===== src/rtl/apb_regfile_pkg.sv =====
// Shared types and helpers for the APB register-file completer.
// Optional feature macro used by the top level: APB_REGFILE_PSTRB_EN.
package apb_regfile_pkg;

  typedef enum logic {
    IDLE   = 1'b0,
    ACCESS = 1'b1
  } state_e;

  localparam int WAIT_CNT_WIDTH = 4;

  // Byte-address bits below the word index for a given data width.
  function automatic int addr_lsb(input int data_width);
    return $clog2(data_width / 8);
  endfunction

endpackage


===== src/rtl/apb_access_fsm.sv =====
// APB access-phase sequencer: state register, wait-state down-counter
// and PREADY generation.
//
//   state  | meaning
//   -------+-----------------------------------------------------------
//   IDLE   | no transfer; a setup phase (PSEL=1, PENABLE=0) starts one
//   ACCESS | setup seen; count wait states, then PREADY completes it
module apb_access_fsm
  import apb_regfile_pkg::*;
#(
  parameter int WAIT_STATES = 0
) (
  input  logic pclk,
  input  logic presetn,
  input  logic psel,
  input  logic penable,
  output logic pready
);

  localparam logic [WAIT_CNT_WIDTH-1:0] WAIT_LOAD = WAIT_CNT_WIDTH'(WAIT_STATES);

  state_e                    state_q, state_d;
  logic [WAIT_CNT_WIDTH-1:0] wait_cnt_q, wait_cnt_d;

  // State and wait counter registers.
  always_ff @(posedge pclk or negedge presetn) begin
    if (!presetn) begin
      state_q    <= IDLE;
      wait_cnt_q <= '0;
    end else begin
      state_q    <= state_d;
      wait_cnt_q <= wait_cnt_d;
    end
  end

  // Next state, wait count and PREADY; PREADY is purely combinational.
  always_comb begin
    state_d    = state_q;
    wait_cnt_d = wait_cnt_q;
    pready     = 1'b0;
    case (state_q)
      IDLE: begin
        if (psel && !penable) begin
          state_d    = ACCESS;
          wait_cnt_d = WAIT_LOAD;
        end
      end
      ACCESS: begin
        if (!psel) begin
          // requester abandoned the transfer
          state_d = IDLE;
        end else if (penable) begin
          if (wait_cnt_q != '0) begin
            wait_cnt_d = wait_cnt_q - 1'b1;
          end else begin
            pready  = 1'b1;
            state_d = IDLE;
          end
        end
      end
      default: state_d = IDLE;
    endcase
  end

endmodule


===== src/rtl/apb_regfile_completer.sv =====
// APB completer with a bank of read/write registers, programmable wait
// states and PSLVERR on misaligned or out-of-range addresses.
// Optional byte-lane strobes: define APB_REGFILE_PSTRB_EN to add PSTRB.
module apb_regfile_completer
  import apb_regfile_pkg::*;
#(
  parameter int ADDR_WIDTH  = 8,
  parameter int DATA_WIDTH  = 32,
  parameter int NUM_REGS    = 4,
  parameter int WAIT_STATES = 0
) (
  input  logic                           PCLK,
  input  logic                           PRESETn,
  input  logic                           PSEL,
  input  logic                           PENABLE,
  input  logic                           PWRITE,
  input  logic [ADDR_WIDTH-1:0]          PADDR,
  input  logic [DATA_WIDTH-1:0]          PWDATA,
`ifdef APB_REGFILE_PSTRB_EN
  input  logic [DATA_WIDTH/8-1:0]        PSTRB,
`endif
  output logic [DATA_WIDTH-1:0]          PRDATA,
  output logic                           PREADY,
  output logic                           PSLVERR,
  output logic [NUM_REGS*DATA_WIDTH-1:0] reg_q
);

  localparam int                    NUM_LANES = DATA_WIDTH / 8;
  localparam int                    ADDR_LSB  = addr_lsb(DATA_WIDTH);
  localparam logic [ADDR_WIDTH-1:0] LSB_MASK  = ADDR_WIDTH'((1 << ADDR_LSB) - 1);

  logic [NUM_REGS-1:0][DATA_WIDTH-1:0] regs_q, regs_d;
  logic [ADDR_WIDTH-1:0]               index;
  logic                                addr_err;
  logic                                wr_en;
  logic [NUM_LANES-1:0]                wstrb;
  logic [DATA_WIDTH-1:0]               rdata;

  apb_access_fsm #(
    .WAIT_STATES (WAIT_STATES)
  ) u_fsm (
    .pclk    (PCLK),
    .presetn (PRESETn),
    .psel    (PSEL),
    .penable (PENABLE),
    .pready  (PREADY)
  );

  assign index    = PADDR >> ADDR_LSB;
  assign addr_err = ((PADDR & LSB_MASK) != '0) || (int'(index) >= NUM_REGS);
  assign wr_en    = PREADY && PWRITE && !addr_err;

`ifdef APB_REGFILE_PSTRB_EN
  assign wstrb = PSTRB;
`else
  assign wstrb = '1;
`endif

  // Register bank; cleared asynchronously so a write in flight is lost.
  always_ff @(posedge PCLK or negedge PRESETn) begin
    if (!PRESETn) begin
      regs_q <= '0;
    end else begin
      regs_q <= regs_d;
    end
  end

  // Byte-lane merge of write data into the addressed register.
  always_comb begin
    regs_d = regs_q;
    for (int i = 0; i < NUM_REGS; i++) begin
      if (wr_en && (int'(index) == i)) begin
        for (int b = 0; b < NUM_LANES; b++) begin
          if (wstrb[b]) begin
            regs_d[i][b*8 +: 8] = PWDATA[b*8 +: 8];
          end
        end
      end
    end
  end

  // Read mux over the register bank.
  always_comb begin
    rdata = '0;
    for (int i = 0; i < NUM_REGS; i++) begin
      if (int'(index) == i) begin
        rdata = regs_q[i];
      end
    end
  end

  assign PRDATA  = (PREADY && !PWRITE && !addr_err) ? rdata : '0;
  assign PSLVERR = PREADY && addr_err;
  assign reg_q   = regs_q;

endmodule


===== config.mk =====
export PLATFORM = sky130hd
export DESIGN_NAME = apb_regfile_completer
export DESIGN_NICKNAME = d
export VERILOG_FILES = /design/src/rtl/apb_regfile_pkg.sv /design/src/rtl/apb_access_fsm.sv /design/src/rtl/apb_regfile_completer.sv
export SDC_FILE = /design/constraint.sdc
export NUM_CORES = 1
export LEC_CHECK = 0
export BUFFER_PORTS_ARGS = -buffer_cell sky130_fd_sc_hd__buf_4
export CORE_MARGIN = 8
export CORE_UTILIZATION = 55
export DETAILED_ROUTE_END_ITERATION = 6
export PLACE_DENSITY = 0.86
export SKIP_CTS_REPAIR_TIMING = 1
export SLEW_MARGIN = 15
export SYNTH_ARGS = -nofsm -noshare
export SYNTH_HDL_FRONTEND = slang
export SYNTH_SLANG_ARGS = --single-unit

===== constraint.sdc =====
create_clock -name PCLK -period 5.8 [get_ports PCLK]
set_clock_uncertainty 0.1 [all_clocks]
set_input_delay 0 -clock PCLK [delete_from_list [all_inputs] [get_ports PCLK]]
set_output_delay 0 -clock PCLK [all_outputs]
set_load 0.01 [all_outputs]

==> metrics.txt <==
outcome complete, no violations; R2R Path End reg_q[0]$_DFFE_PN0P_; area of the mapped netlist 0.006302 mm^2; top cell types by occurrence after synthesis dfrtp_1 (133), mux2_2 (88), nor2b_1 (34), mux4_2 (32), mux2_4 (30); Critical Path RT 5980 ps; worst skew pair latency 400 ps; Seq/Total Area, Yosys 52.81%; DIE AREA 0.01514 mm^2; number of nets with antenna violations after detailed routing 0; Buffers & Inverters on Critical Path 2; proportion of register bits with asynchronous set or reset after synthesis 100.0%; post-place instance area 0.007868 mm^2; setup TNS 0 ps; fraction of the core area covered by cells at the end of the flow 77.97%; H-tree lvl count 4; Global Route Usage Sum 22.63%; critical register-to-register path startpoint u_fsm.wait_cnt_q[0]$_DFFE_PN0P_; placed instance count 715; number of standard cells after synthesis 389; initial standard-cell utilization of the core 55.67%; Post-route DRC 0; CTS tree yes; number of antenna violations at the first check in global routing 0; Die Span Y 123.0 um; fraction of layout instances using a drive strength above 1 61.88%; logic depth of the worst setup path including buffers 7; overall power consumption 0.002240 W; placeable core region 0.01132 mm^2; number of flops mapped to enable cells by yosys 0; via count of the first global-routing pass 4637; setup slack of the worst register-to-register path 2330 ps; Worst Hold Class primary input to asynchronous set/reset pin; routability congestion estimate 0.8478; average detailed-routed wire length per instance 22.17 um; post-synthesis cell type with the largest combined area dfrtp_1; Area contributors post-synth dfrtp_1 (53%), mux2_2 (16%), mux4_2 (11%); Root Buffer Master clkbuf_16; maximum fanout along the worst path 21; ratio of routed vias to standard cells 5.571; nets 673; tightest slew margin relative to the limit 28.50%; maximum buffer depth of the clock tree 2; CP startpoint kind flop; Total Wirelength 17360 um; Antenna Diode Count 0; pin count of the biggest net entering global routing 78; number of storage elements in the synthesis netlist 133; post-detail-place hpwl 11820 um; family with the most delay on the worst path simple AND/OR/NAND/NOR gates; number of standard-cell rows in the floorplan 39; unrepaired setup endpoints after global routing false; Setup CP Type flop to flop; synthesized net count 435; unique cell type count in the Yosys netlist 37; Hold Fails Final Rpt 0; most frequently used flop master after synthesis dfrtp_1; number of warnings reported in the yosys synthesis log 0; top-count cell post-synth dfrtp_1; global-route wire length before repair 26190 um; max-cap check violation count 0; Layout area overhead 40.06%; crit-path max cell delay 930 ps; number of detailed-routing iterations run before antenna repair 4; start point of the critical path u_fsm.wait_cnt_q[0]$_DFFE_PN0P_; Peak supply drop 0.0001978 V; maximum clock frequency 288.0 MHz; Power per Cell Area 253.8 mW/mm^2; TritonCTS buffer count 17; count of fill cells added during filler insertion 668; shortest period the worst path allows 3472 ps; total number of vias 4362; post-synthesis area per instance 16.20 um^2; cell at the slowest stage of the critical path nor4bb_4; cell count of the worst reg-to-reg path 7; overall overflow remaining after global route 0; fin area 0.008827 mm^2; DR iter-0 viols 297; fraction of synthesized cell area taken by the top area cell type 52.81%; Final Instance Count excl. Fillers 783; Static Leak 4.590 nW; Die Span X 123.0 um; data arrival time of the critical path 3650 ps; num ports 207; clock transition at the registers of the reported paths 60 ps; Final setup violation count 0; total number of clock tree sinks 133; multi-input logic area 0.002780 mm^2; number of input and output port buffers inserted 206; transition time at the pin with the least slew margin 1071 ps; CP Capture Type flop; ordered list of cells on the worst path inv_1 > ha_1 > and4b_1 > and4_1 > nor4bb_4 > buf_4 > mux2_2; combined flip-flop and latch cell area 0.003328 mm^2; max-slew violation count 0; capturing instance or port of the critical path reg_q[0]$_DFFE_PN0P_; share of the cycle needed by the critical path after routing 59.87%
## cell families after synthesis
family / synth area share [%]
mux: 36.25
compound gates: 1.291
simple gates: 6.373
buf+inv: 3.077
fa+ha+maj: 0.1985
flops: 52.81
## registers in the layout (all words and copies together) (netlist names)
signal / count
reg_q: 128
u_fsm.state_q: 1
u_fsm.wait_cnt_q: 4
## layout make-up
type	instances	area share, %
Inverter	3	0.1276
Timing Repair Buffer	245	21.86
Clock inverter	13	1.772
Clock buffer	19	5.018
Multi-Input combinational cell	227	31.50
Sequential cell	133	37.70
Tap cell	143	2.027
## per-layer routing
metal,routed length [um],GRT usage (%)
met5,0,0
met3,1535,8.402
met4,110,7.374
met2,8729,36.49
met1,6985,27.83
## report_power, final
part           internal [W]  leakage (nW)  switching (W)
combinational     0.0000987          2.44      0.0000991
sequential         0.000946          1.85      0.0000192
clock              0.000686         0.293       0.000391
total               0.00173          4.59       0.000509
## layout by cell type (no fill, tap or decap), types with 2 or more instances in the layout
cell type        n
clkinv_4         2
clkinvlp_4       2
nand4b_4         2
mux4_2          32
nand2_1          5
buf_4          209
a21oi_1          2
mux2_2          88
a22o_1           3
dfrtp_1        133
inv_1            3
dlygate4sd3_1   36
nor2b_1         34
clkinv_2         5
mux2_4          30
bufinv_16        3
clkbuf_16       17
mux2_1          10
## worst min-delay path by stage
stage                     depth (start not counted)               endpoint  slack [ps]  startpoint
final                                             2  reg_q[52]$_DFFE_PN0P_          80     PRESETn
after global routing                              3   reg_q[9]$_DFFE_PN0P_         140      PWRITE
after floorplan                                   0   reg_q[0]$_DFFE_PN0P_        -400     PRESETn
after global placement                            1  reg_q[52]$_DFFE_PN0P_         -20     PRESETn
after detailed placement                          1  reg_q[52]$_DFFE_PN0P_          -4     PRESETn
after CTS                                         1  reg_q[52]$_DFFE_PN0P_        -440     PRESETn
## stage by stage
step | hold slack (ps) | worst slack [ps]
after floorplan | -395.6 | 3649
after global placement | -16.84 | 2502
after detailed placement | -4.461 | 2361
after CTS | -441.6 | 2331
after global routing | 144.7 | 2155
final | 84.45 | 2328
Note: power is estimated with default switching activity, not from simulation.
